File: src/rtl/serial_sub_pkg.sv
// Shared definitions for the bit-serial subtractor controller.
package serial_sub_pkg;

    // Controller state encodings (2-bit, legacy-compatible constants)
    localparam logic [1:0] ST_IDLE  = 2'd0;
    localparam logic [1:0] ST_SHIFT = 2'd1;
    localparam logic [1:0] ST_DONE  = 2'd2;

    // True in the states where a start request may be accepted
    function automatic logic can_accept(logic [1:0] st);
        return (st == ST_IDLE) || (st == ST_DONE);
    endfunction

endpackage

File: src/rtl/fs_cell.sv
// Combinational one-bit full subtractor: X - Y - Bin -> D, Bout.
module fs_cell (
    input  logic X,
    input  logic Y,
    input  logic Bin,
    output logic D,
    output logic Bout
);

    // Difference bit and borrow-out of a single bit position
    assign D    = X ^ Y ^ Bin;
    assign Bout = (~X & Y) | (~(X ^ Y) & Bin);

endmodule

File: src/rtl/serial_sub_ctrl.sv
// Bit-serial subtractor: computes a - b - bin LSB-first through a single
// full-subtractor cell, one bit per clock, with a start/busy/done handshake.
module serial_sub_ctrl
    import serial_sub_pkg::*;
#(
    parameter int WIDTH = 8
) (
    input  logic             clk,
    input  logic             rst,
    input  logic             start,
    input  logic [WIDTH-1:0] a,
    input  logic [WIDTH-1:0] b,
    input  logic             bin,
    output logic             busy,
    output logic             done,
    output logic [WIDTH-1:0] diff,
    output logic             bout
);

    localparam int              CNT_W    = $clog2(WIDTH);
    localparam logic [CNT_W-1:0] CNT_LAST = CNT_W'(WIDTH - 1);

    logic [1:0]       state;
    logic [WIDTH-1:0] sa;
    logic [WIDTH-1:0] sb;
    logic             brw;
    logic [CNT_W-1:0] cnt;
    logic             cell_d;
    logic             cell_bout;
    logic             accept;

    // The single shared cell always looks at the current LSBs and borrow
    fs_cell u_cell (
        .X    (sa[0]),
        .Y    (sb[0]),
        .Bin  (brw),
        .D    (cell_d),
        .Bout (cell_bout)
    );

    assign accept = start && can_accept(state);
    assign busy   = (state == ST_SHIFT);
    assign done   = (state == ST_DONE);

    // FSM, operand shift registers, borrow chain and bit counter
    always_ff @(posedge clk) begin
        if (rst) begin
            state <= ST_IDLE;
            sa    <= '0;
            sb    <= '0;
            brw   <= 1'b0;
            cnt   <= '0;
            diff  <= '0;
            bout  <= 1'b0;
        end else begin
            case (state)
                ST_SHIFT: begin
                    // Result bits enter at the MSB so the LSB lands in bit 0 last
                    diff <= {cell_d, diff[WIDTH-1:1]};
                    brw  <= cell_bout;
                    sa   <= sa >> 1;
                    sb   <= sb >> 1;
                    if (cnt == CNT_LAST) begin
                        bout  <= cell_bout;
                        cnt   <= '0;
                        state <= ST_DONE;
                    end else begin
                        cnt <= cnt + 1'b1;
                    end
                end
                ST_IDLE, ST_DONE: begin
                    // DONE accepts start exactly like IDLE for back-to-back ops
                    if (accept) begin
                        sa    <= a;
                        sb    <= b;
                        brw   <= bin;
                        cnt   <= '0;
                        diff  <= '0;
                        bout  <= 1'b0;
                        state <= ST_SHIFT;
                    end else begin
                        state <= ST_IDLE;
                    end
                end
                default: state <= ST_IDLE;
            endcase
        end
    end

endmodule

File: config.mk
export PLATFORM = sky130hd
export DESIGN_NAME = serial_sub_ctrl
export DESIGN_NICKNAME = d
export VERILOG_FILES = /design/src/rtl/serial_sub_pkg.sv /design/src/rtl/fs_cell.sv /design/src/rtl/serial_sub_ctrl.sv
export SDC_FILE = /design/constraint.sdc
export NUM_CORES = 1
export LEC_CHECK = 0
export BUFFER_PORTS_ARGS = -buffer_cell sky130_fd_sc_hd__buf_2
export CAP_MARGIN = 30
export CORE_AREA = 10 10 97 73
export CTS_CLUSTER_SIZE = 30
export DETAILED_ROUTE_END_ITERATION = 16
export DIE_AREA = 0 0 107 83
export GPL_TIMING_DRIVEN = 0
export PLACE_DENSITY = 0.47
export SKIP_LAST_GASP = 1
export SYNTH_ARGS = -nofsm -noshare
export SYNTH_HDL_FRONTEND = slang
export SYNTH_HIERARCHICAL = 1
export SYNTH_SLANG_ARGS = --single-unit
File: constraint.sdc
create_clock -name clk -period 3.3 [get_ports clk]
set_clock_uncertainty 0.05 [all_clocks]
set_input_delay 0.66 -clock clk [delete_from_list [all_inputs] [get_ports clk]]
set_output_delay 0.66 -clock clk [all_outputs]
set_load 0.02 [all_outputs]
**After elaboration in Yosys (flattened, before gate mapping)**

Index checks and enable logic that the tools add are counted.

- Register bits: 31
- Memories: 0
- Bits in read-only memories: 0
- Bits in latches: 0
- Memory bits (writable): 0
- Input bits: 20
- Output and inout port bits: 11
- Word-level logic and storage cells: 44

- Bitwise logic cells: 7
- Equal/unequal tests: 5
- Shifts and indexed selects: 0
- $mul: 0
- Add/subtract/negate cells: 1
- Order comparisons: 0
- Mux-type cells: 17
- Reductions and logical operators: 7
- Div/mod/pow operators: 0

Operators by type and width:

| kind | number |
|---|---|
| case mux 8 bit (2 select lines) | 3 |
| two-way mux 8 bit | 3 |
| two-way mux 3 bit | 2 |
| case mux 3 bit (2 select lines) | 1 |
| two-way mux 1 bit | 4 |
| case mux 1 bit (2 select lines) | 2 |
| case mux 2 bit (2 select lines) | 1 |
| adder 3 x 1 -> 3 bit, second input constant | 1 |
| equality test 3 bit, second input constant | 1 |
| AND reduction 3 bit | 1 |
| AND 1 bit | 2 |
| equality test 2 x 1 -> 1 bit, second input constant | 1 |
| equality test 2 bit, second input constant | 1 |
| zero test 2 bit | 1 |
| two-way mux 2 bit | 1 |
| inequality test 2 x 1 -> 1 bit, second input constant | 1 |
| inequality test 2 bit, second input constant | 1 |
| inverter 1 bit | 2 |
| AND reduction 2 bit | 1 |
| nonzero test 2 bit | 1 |
| OR reduction 2 bit | 1 |
| XOR 1 bit | 2 |
| logical AND 1 bit | 1 |
| logical OR 1 bit | 1 |
| OR 1 bit | 1 |

**Logic depth before layout (Yosys ltp)**

Gate-level depths: netlist of run 1.

- Depth after elaboration: 6
- Gate-level depth with buffers: 8
- Gate-level depth less buffers: 5

**Cells and area by module**

Netlist of run 1, hierarchy kept.

By module, submodules not included:

| module | area an instance (um^2) | cells an instance | times used | seq. area each (um^2) |
|---|---|---|---|---|
| serial_sub_ctrl | 1441.4 | 146 | 1 | 620.6 |
| fs_cell | 31.3 | 4 | 1 | 0.0 |

**Least setup slack after synthesis of run 1**

OpenSTA, ideal clock, no wires.

- Kind: register to output
- Start: register state[0]
- End: output port busy
- Stages on the path, launching flop included: 7
- Path buffers: 4
- Arrival: 0.943 ns
- Setup slack: 1.647 ns
- Data required time: 2.590 ns
- Cells stage by stage: dfxtp_1 > buf_6 > nand2b_2 > buf_6 > clkinv_2 > buf_6 > buf_6

- Word-level cells in the longest chain between the ends: 1

Ends and longest elaborated chain:

| what | line | source |
|---|---|---|
| start: declaration | serial_sub_ctrl.sv:23 | `logic [1:0] state;` |
| start signal: assignment | serial_sub_ctrl.sv:48 | `state <= ST_IDLE;` |
| start signal: assignment | serial_sub_ctrl.sv:66 | `state <= ST_DONE;` |
| start signal: assignment | serial_sub_ctrl.sv:80 | `state <= ST_SHIFT;` |
| equality test 2 x 1 -> 1 bit | serial_sub_ctrl.sv:42 | `assign busy = (state == ST_SHIFT);` |
| end: declaration | serial_sub_ctrl.sv:14 | `output logic busy,` |

No other way between the ends.

**Worst setup path after layout of run 1**

Same ends and word-level chain as after synthesis.

==> impl_metrics.ini, run 1 <==
[run_status]
outcome = complete, no violations

[detailed_routing]
vias = 1201
antenna_left = 0
drtPass1Iterations = 4
vias_per_cell = 4.62
drcViolationCount = 0
wirelength_um = 3850
wl_per_cell_um = 14.8
drtIter0Drc = 41

[logic_synthesis]
synth_top_area_share_pct = 42.1
syn_nets = 173
netlist-cell-type-count = 27
ys_seq_area_share_pct = 42.1
syn_inst = 150
synth_largest_area_cell = dfxtp_1
syn-cell-area_um2 = 1470
netlist_top_cells_area = dfxtp_1, a211oi_2, mux2i_1
ys_warn_count = 6
syn_area_per_cell_um2 = 9.82
ys_ff_latch = 31

[sta]
fin_ws_ps = 1070
slew_headroom_pct = 53.5
fin_crit_sh_pct = 67.5
setup_viol = 0
layout_min_cycle_time_ps = 2230
maxSlewViolCount = 0
tns_ps = 0
rsz0062_at_grt = no
worst_slew_pin_slew_ps = 697
hold_violations = 0
hold_slack_ps = 423
max_freq_mhz = 449

[cts]
clock_sinks = 31
postCtsResizedCells = 0
cts_made_buffers = 5
path_clk_slew_ps = 70
clock_path_buffers = 2
insertion_delay_ps = 280
post_cts_buffers = 0
htree_levels = 2
cts_tree = built
cts-root-buf = clkbuf_8
postCtsHoldBufs = 0

[setup_path]
cpLargestDelayFamily = buffers and inverters
cp-end-kind = output pin
worstSetupPathType = register to output pin
r2r_cells = 6
worstPathCellList = buf_6, nand2b_2, buf_6, clkinv_2, buf_6, buf_6, buf_2
r2r_end = sa[4]$_SDFFE_PP0P_
reg2reg_from = state[0]$_SDFFE_PP0P_
critPathMaxStageDelay_ps = 340
path_buf_inv = 6
critPathLaunchType = register
critPathRequiredTime_ps = 2590
cpMaxStageDelayCell = dfxtp_1
arrival_ps = 1520
r2r_slack_ps = 1910
crit_top_cell = buf_6
crit_path_max_fanout = 10

[layout]
area.sequential_um2 = 621
instances_no_fill = 260
nFillCells = 553
syn2layout_area_growth_pct = 24.3
final_core_util_pct = 35.4
drive_above_1_share_pct = 38.3
multiInputGateArea_um2 = 729
postLayoutCellArea_um2 = 1830
fin_nets = 210
diodes = 0

[job]
cap_violations = 0

[place]
hpwl_um = 2820
gp_congestion = 0.717
dp_slack_ps = 1370
placed_cells_incl_taps = 252
placed_cell_area_um2 = 1710
port_buffers = 30

[global_routing]
track_usage_pct = 8.97
antenna_found_initial = 0
grt_max_degree = 11
grt_pass1_vias = 1312
grt_first_pass_wirelength_um = 6440
gr-total-overflow = 0

[power_and_ir_drop]
p_total_mw = 0.967
p_leak_nw = 0.721
ir_worst_vdd_v = 0.000213
power_per_cell_area_nw_per_um2 = 528

[worst_hold_path]
min_path_type = register to register
hold-path-cell-count = 2
min_delay_worst_endpoint = sa[7]$_SDFFE_PP0P_
min-delay-start = sa[7]$_SDFFE_PP0P_

[die]
die-width_um = 107
start_util_pct = 28.5
die_area_um2 = 8880
design.core.area_um2 = 5170
io_pins = 31
row_count = 22
die_y_um = 83
-- state kept, by name, summed over array words and instances (netlist names) --
name   count
state      2
sb         8
brw        1
bout       1
diff       8
sa         8
cnt        3
-- cell usage in the layout, fill, tap and decap left out --
master / Yosys / routed
buf_2: 3 / 33
dfxtp_1: 31 / 31
mux2i_1: 15 / 15
nor3_1: 15 / 15
nand3_1: 14 / 14
nand2_1: 13 / 13
a211oi_2: 12 / 12
a21oi_2: 7 / 7
clkbuf_8: 0 / 6
a21oi_1: 5 / 5
buf_6: 4 / 4
buf_4: 4 / 4
clkbuf_1: 3 / 3
nor2_1: 3 / 3
a211oi_1: 3 / 3
inv_1: 3 / 3
nor2b_1: 2 / 2
clkinv_2: 1 / 2
a31oi_1: 2 / 2
ha_1: 2 / 2
nand2b_2: 1 / 1
nand2b_1: 1 / 1
clkbuf_2: 1 / 1
o21a_1: 1 / 1
nand2_2: 1 / 1
nand3b_1: 1 / 1
nor4b_1: 1 / 1
bufinv_16: 0 / 1
fa_1: 1 / 1
-- logic make-up (layout without fill, tap and decap cells) --
family                     Yosys count  after routing  share of synthesized area (%)
AOI/OAI and AO/OA                   30             30                           18.9
DFF                                 31             31                           42.1
and+or+nand+nor                     52             52                           17.3
buffers and inverters               19             57                           8.33
muxes                               15             15                           10.2
adders and majority gates            3              3                           3.06
-- report_power, final --
group / total (mW) / internal [mW] / switching [mW]
Clock: 0.388 / 0.244 / 0.144
Sequential: 0.415 / 0.400 / 0.0145
Combinational: 0.164 / 0.0705 / 0.0934
Total: 0.967 / 0.715 / 0.252
-- metal layers --
| metal | vias to the layer above | global-route usage, % | wire, um |
|---|---|---|---|
| met5 | - | 0 | 0 |
| met4 | 0 | 4.75 | 76 |
| met3 | 7 | 3.09 | 203 |
| met2 | 27 | 13.0 | 1670 |
| met1 | 559 | 11.3 | 1900 |
| li1 | 608 | - | - |
-- cells in the mapped netlist --
cell type	number
mux2i_1	15
clkinv_2	1
nand3b_1	1
a21oi_2	7
a211oi_1	3
a211oi_2	12
fa_1	1
buf_6	4
a21oi_1	5
nor2b_1	2
ha_1	2
nand2_1	13
clkbuf_1	3
nor2_1	3
clkbuf_2	1
nand2_2	1
a31oi_1	2
nand2b_2	1
o21a_1	1
nand3_1	14
nand2b_1	1
dfxtp_1	31
inv_1	3
nor4b_1	1
nor3_1	15
buf_4	4
buf_2	3
-- final cells by class --
type	count	share of cell area, %
Sequential cell	31	33.9
Inverter	4	0.889
Multi-Input combinational cell	100	39.8
Tap cell	72	4.92
Clock buffer	6	4.51
Buffer	15	5.81
Clock inverter	2	1.91
Timing Repair Buffer	30	8.20
-- worst max-delay path by stage --
| stage | startpoint | endpoint | slack [ps] | cells after the start |
|---|---|---|---|---|
| 3_5_place_dp | state[0]$_SDFFE_PP0P_ | busy | 1370 | 7 |
| 2_1_floorplan | state[0]$_SDFFE_PP0P_ | busy | 1650 | 6 |
| 3_3_place_gp | state[0]$_SDFFE_PP0P_ | busy | 1400 | 7 |
| 4_1_cts | state[0]$_SDFFE_PP0P_ | busy | 1050 | 7 |
| 5_1_grt | state[0]$_SDFFE_PP0P_ | busy | 960 | 7 |
| 6_report | state[0]$_SDFFE_PP0P_ | busy | 1070 | 7 |
-- worst register-to-register path, delay by kind of cell (launching register included) --
| kind | cells | cell delay [ps] |
|---|---|---|
| DFF | 1 | 340 |
| AOI/OAI and AO/OA | 1 | 90 |
| and+or+nand+nor | 2 | 210 |
| buffers and inverters | 3 | 560 |
Note: power is estimated with default switching activity, not from simulation.
==> run 2: changes to the inputs <==
- ABC_AREA: not set -> 1
- CORE_AREA: 10 10 97 73 -> 10 10 95 72
- DIE_AREA: 0 0 107 83 -> 0 0 105 82
- clock period: 3.3 -> 2.3 ns (I/O delays scaled with it)
==> impl_metrics.ini, run 2 <==
[sta]
max_freq_mhz = 552
rsz0062_at_grt = no
maxSlewViolCount = 0
tns_ps = 0
slew_headroom_pct = 73.7
setup_viol = 0
fin_crit_sh_pct = 78.8
fin_ws_ps = 488
layout_min_cycle_time_ps = 1810
hold_violations = 0
worst_slew_pin_slew_ps = 395

[detailed_routing]
drcViolationCount = 0
vias_per_cell = 4.25
wl_per_cell_um = 12.1
antenna_left = 0
vias = 1284
wirelength_um = 3650
drtPass1Iterations = 4
drtIter0Drc = 45

[logic_synthesis]
synth-main-ff-cell = dfxtp_1
ys_warn_count = 6
yosysMostFrequentCell = nand2_1
async_reset_ff_share_pct = 0
synth_common_cells = nand2_1, nor2_1, dfxtp_1
syn_area_per_cell_um2 = 7.40
synth-edff-count = 0
syn_inst = 193
ys_ff_latch = 31
netlist-cell-type-count = 21
synth_top_area_share_pct = 43.4
netlist_top_cells_area = dfxtp_1, nand2_1, nor2_1
synth_largest_area_cell = dfxtp_1
syn_nets = 216
ys_seq_area_share_pct = 43.4
syn-cell-area_um2 = 1430

[place]
port_buffers = 29
dp_slack_ps = 783
hpwl_um = 2620
placed_cells_incl_taps = 294
gp_congestion = 0.725

[die]
design.core.area_um2 = 5060
die_area_um2 = 8610
die_y_um = 82
io_pins = 31
die-width_um = 105
row_count = 22
start_util_pct = 28.2

[layout]
layout_commonest_cell = nand2_1
syn2layout_area_growth_pct = 22.2
diodes = 0
drive_above_1_share_pct = 22.2
fin_nets = 252
final_cell_mix = nand2_1, buf_2, nor2_1
final_core_util_pct = 34.5
instances_no_fill = 302
reg_top3 = diff: 8 flops, sa: 8 flops, sb: 8 flops

[cts]
htree_levels = 2
clock_sinks = 31
post_cts_buffers = 0
cts_made_buffers = 5
cts_tree = built
path_clk_slew_ps = 70
cts-root-buf = clkbuf_8
insertion_delay_ps = 280
postCtsHoldBufs = 0
postCtsResizedCells = 0
clock_path_buffers = 2

[worst_hold_path]
min_path_type = primary input to register

[global_routing]
antenna_found_initial = 0
grt_pass1_vias = 1301
grt_max_degree = 11
track_usage_pct = 9.02
gr-total-overflow = 0
grt_first_pass_wirelength_um = 6290

[setup_path]
path_buf_inv = 4
crit_top_cell = buf_6
critPathLaunchType = register
critPathRequiredTime_ps = 1790
crit_path_max_fanout = 10
critPathMaxStageDelay_ps = 320
worstPathCellList = buf_6, nand2_4, buf_6, inv_4, buf_2
cpMaxStageDelayCell = dfxtp_1
worstSetupPathType = register to output pin
cpLargestDelayFamily = buffers and inverters
cp-end-kind = output pin
arrival_ps = 1300

[power_and_ir_drop]
power_per_cell_area_nw_per_um2 = 709
ir_worst_vdd_v = 0.000240
p_leak_nw = 0.818

[job]
cap_violations = 0

[run_status]
outcome = complete, no violations
-- run 2: cell types whose count changed after synthesis, moves of 4 or more --
cell      previous run  this run
a211oi_2            12         0
nand2_1             13        57
o21ai_0              0        19
a21oi_2              7         0
a21oi_1              5        10
buf_4                4         0
mux2i_1             15         0
nor2_1               3        32
nor3_1              15         1
-- run 2: final timing paths --
kind                               from                  end  slack (ps)  cells past startpoint
setup / recovery  state[0]$_SDFFE_PP0P_                 busy         490                      5
hold / removal                      rst   sb[7]$_SDFFE_PP0P_         350                      2
setup reg to reg    cnt[0]$_SDFFE_PP0P_    bout$_SDFFE_PP0P_        1000                      6
hold reg to reg     cnt[0]$_SDFFE_PP0P_  cnt[0]$_SDFFE_PP0P_         410                      1
-- run 2: cell families (layout without fill, tap and decap cells) --
family,after synthesis,in the layout,synth area share (%)
flops,31,31,43.4
compound gates,30,30,10.5
simple gates,109,109,32.9
buf+inv,20,57,9.98
fa+ha+maj,3,3,3.15
-- run 2: per-layer routing --
| metal | vias to the layer above | part of all wire [%] | track usage, % |
|---|---|---|---|
| met5 | - | 0 | 0 |
| met4 | 0 | 1.2 | 3.28 |
| met3 | 7 | 6.1 | 3.13 |
| met2 | 28 | 40 | 13.2 |
| met1 | 564 | 53 | 12.1 |
| li1 | 685 | - | - |
-- run 2: where the power goes --
part           switching [mW]  internal [mW]
Sequential             0.0191          0.576
Combinational           0.140         0.0886
Clock                   0.202          0.212
Total                   0.360          0.877
-- run 2: cell type report --
| class | instances | area, um^2 |
|---|---|---|
| Tap cell | 72 | 90.1 |
| Fill cell | 595 | 3320 |
| Sequential cell | 31 | 621 |
| Clock inverter | 1 | 5.00 |
| Clock buffer | 7 | 76.3 |
| Inverter | 10 | 52.6 |
| Timing Repair Buffer | 29 | 145 |
| Multi-Input combinational cell | 142 | 666 |
| Buffer | 10 | 90.1 |
-- run 2: metrics by stage --
step	power (mW)	instance area [um^2]	hold slack [ps]
2_1_floorplan	0.769	1430	381
3_5_place_dp	0.837	1660	403
6_report	1.24	1750	345
5_1_grt	1.32	1750	338
3_3_place_gp	0.839	1660	401
4_1_cts	1.26	1750	340
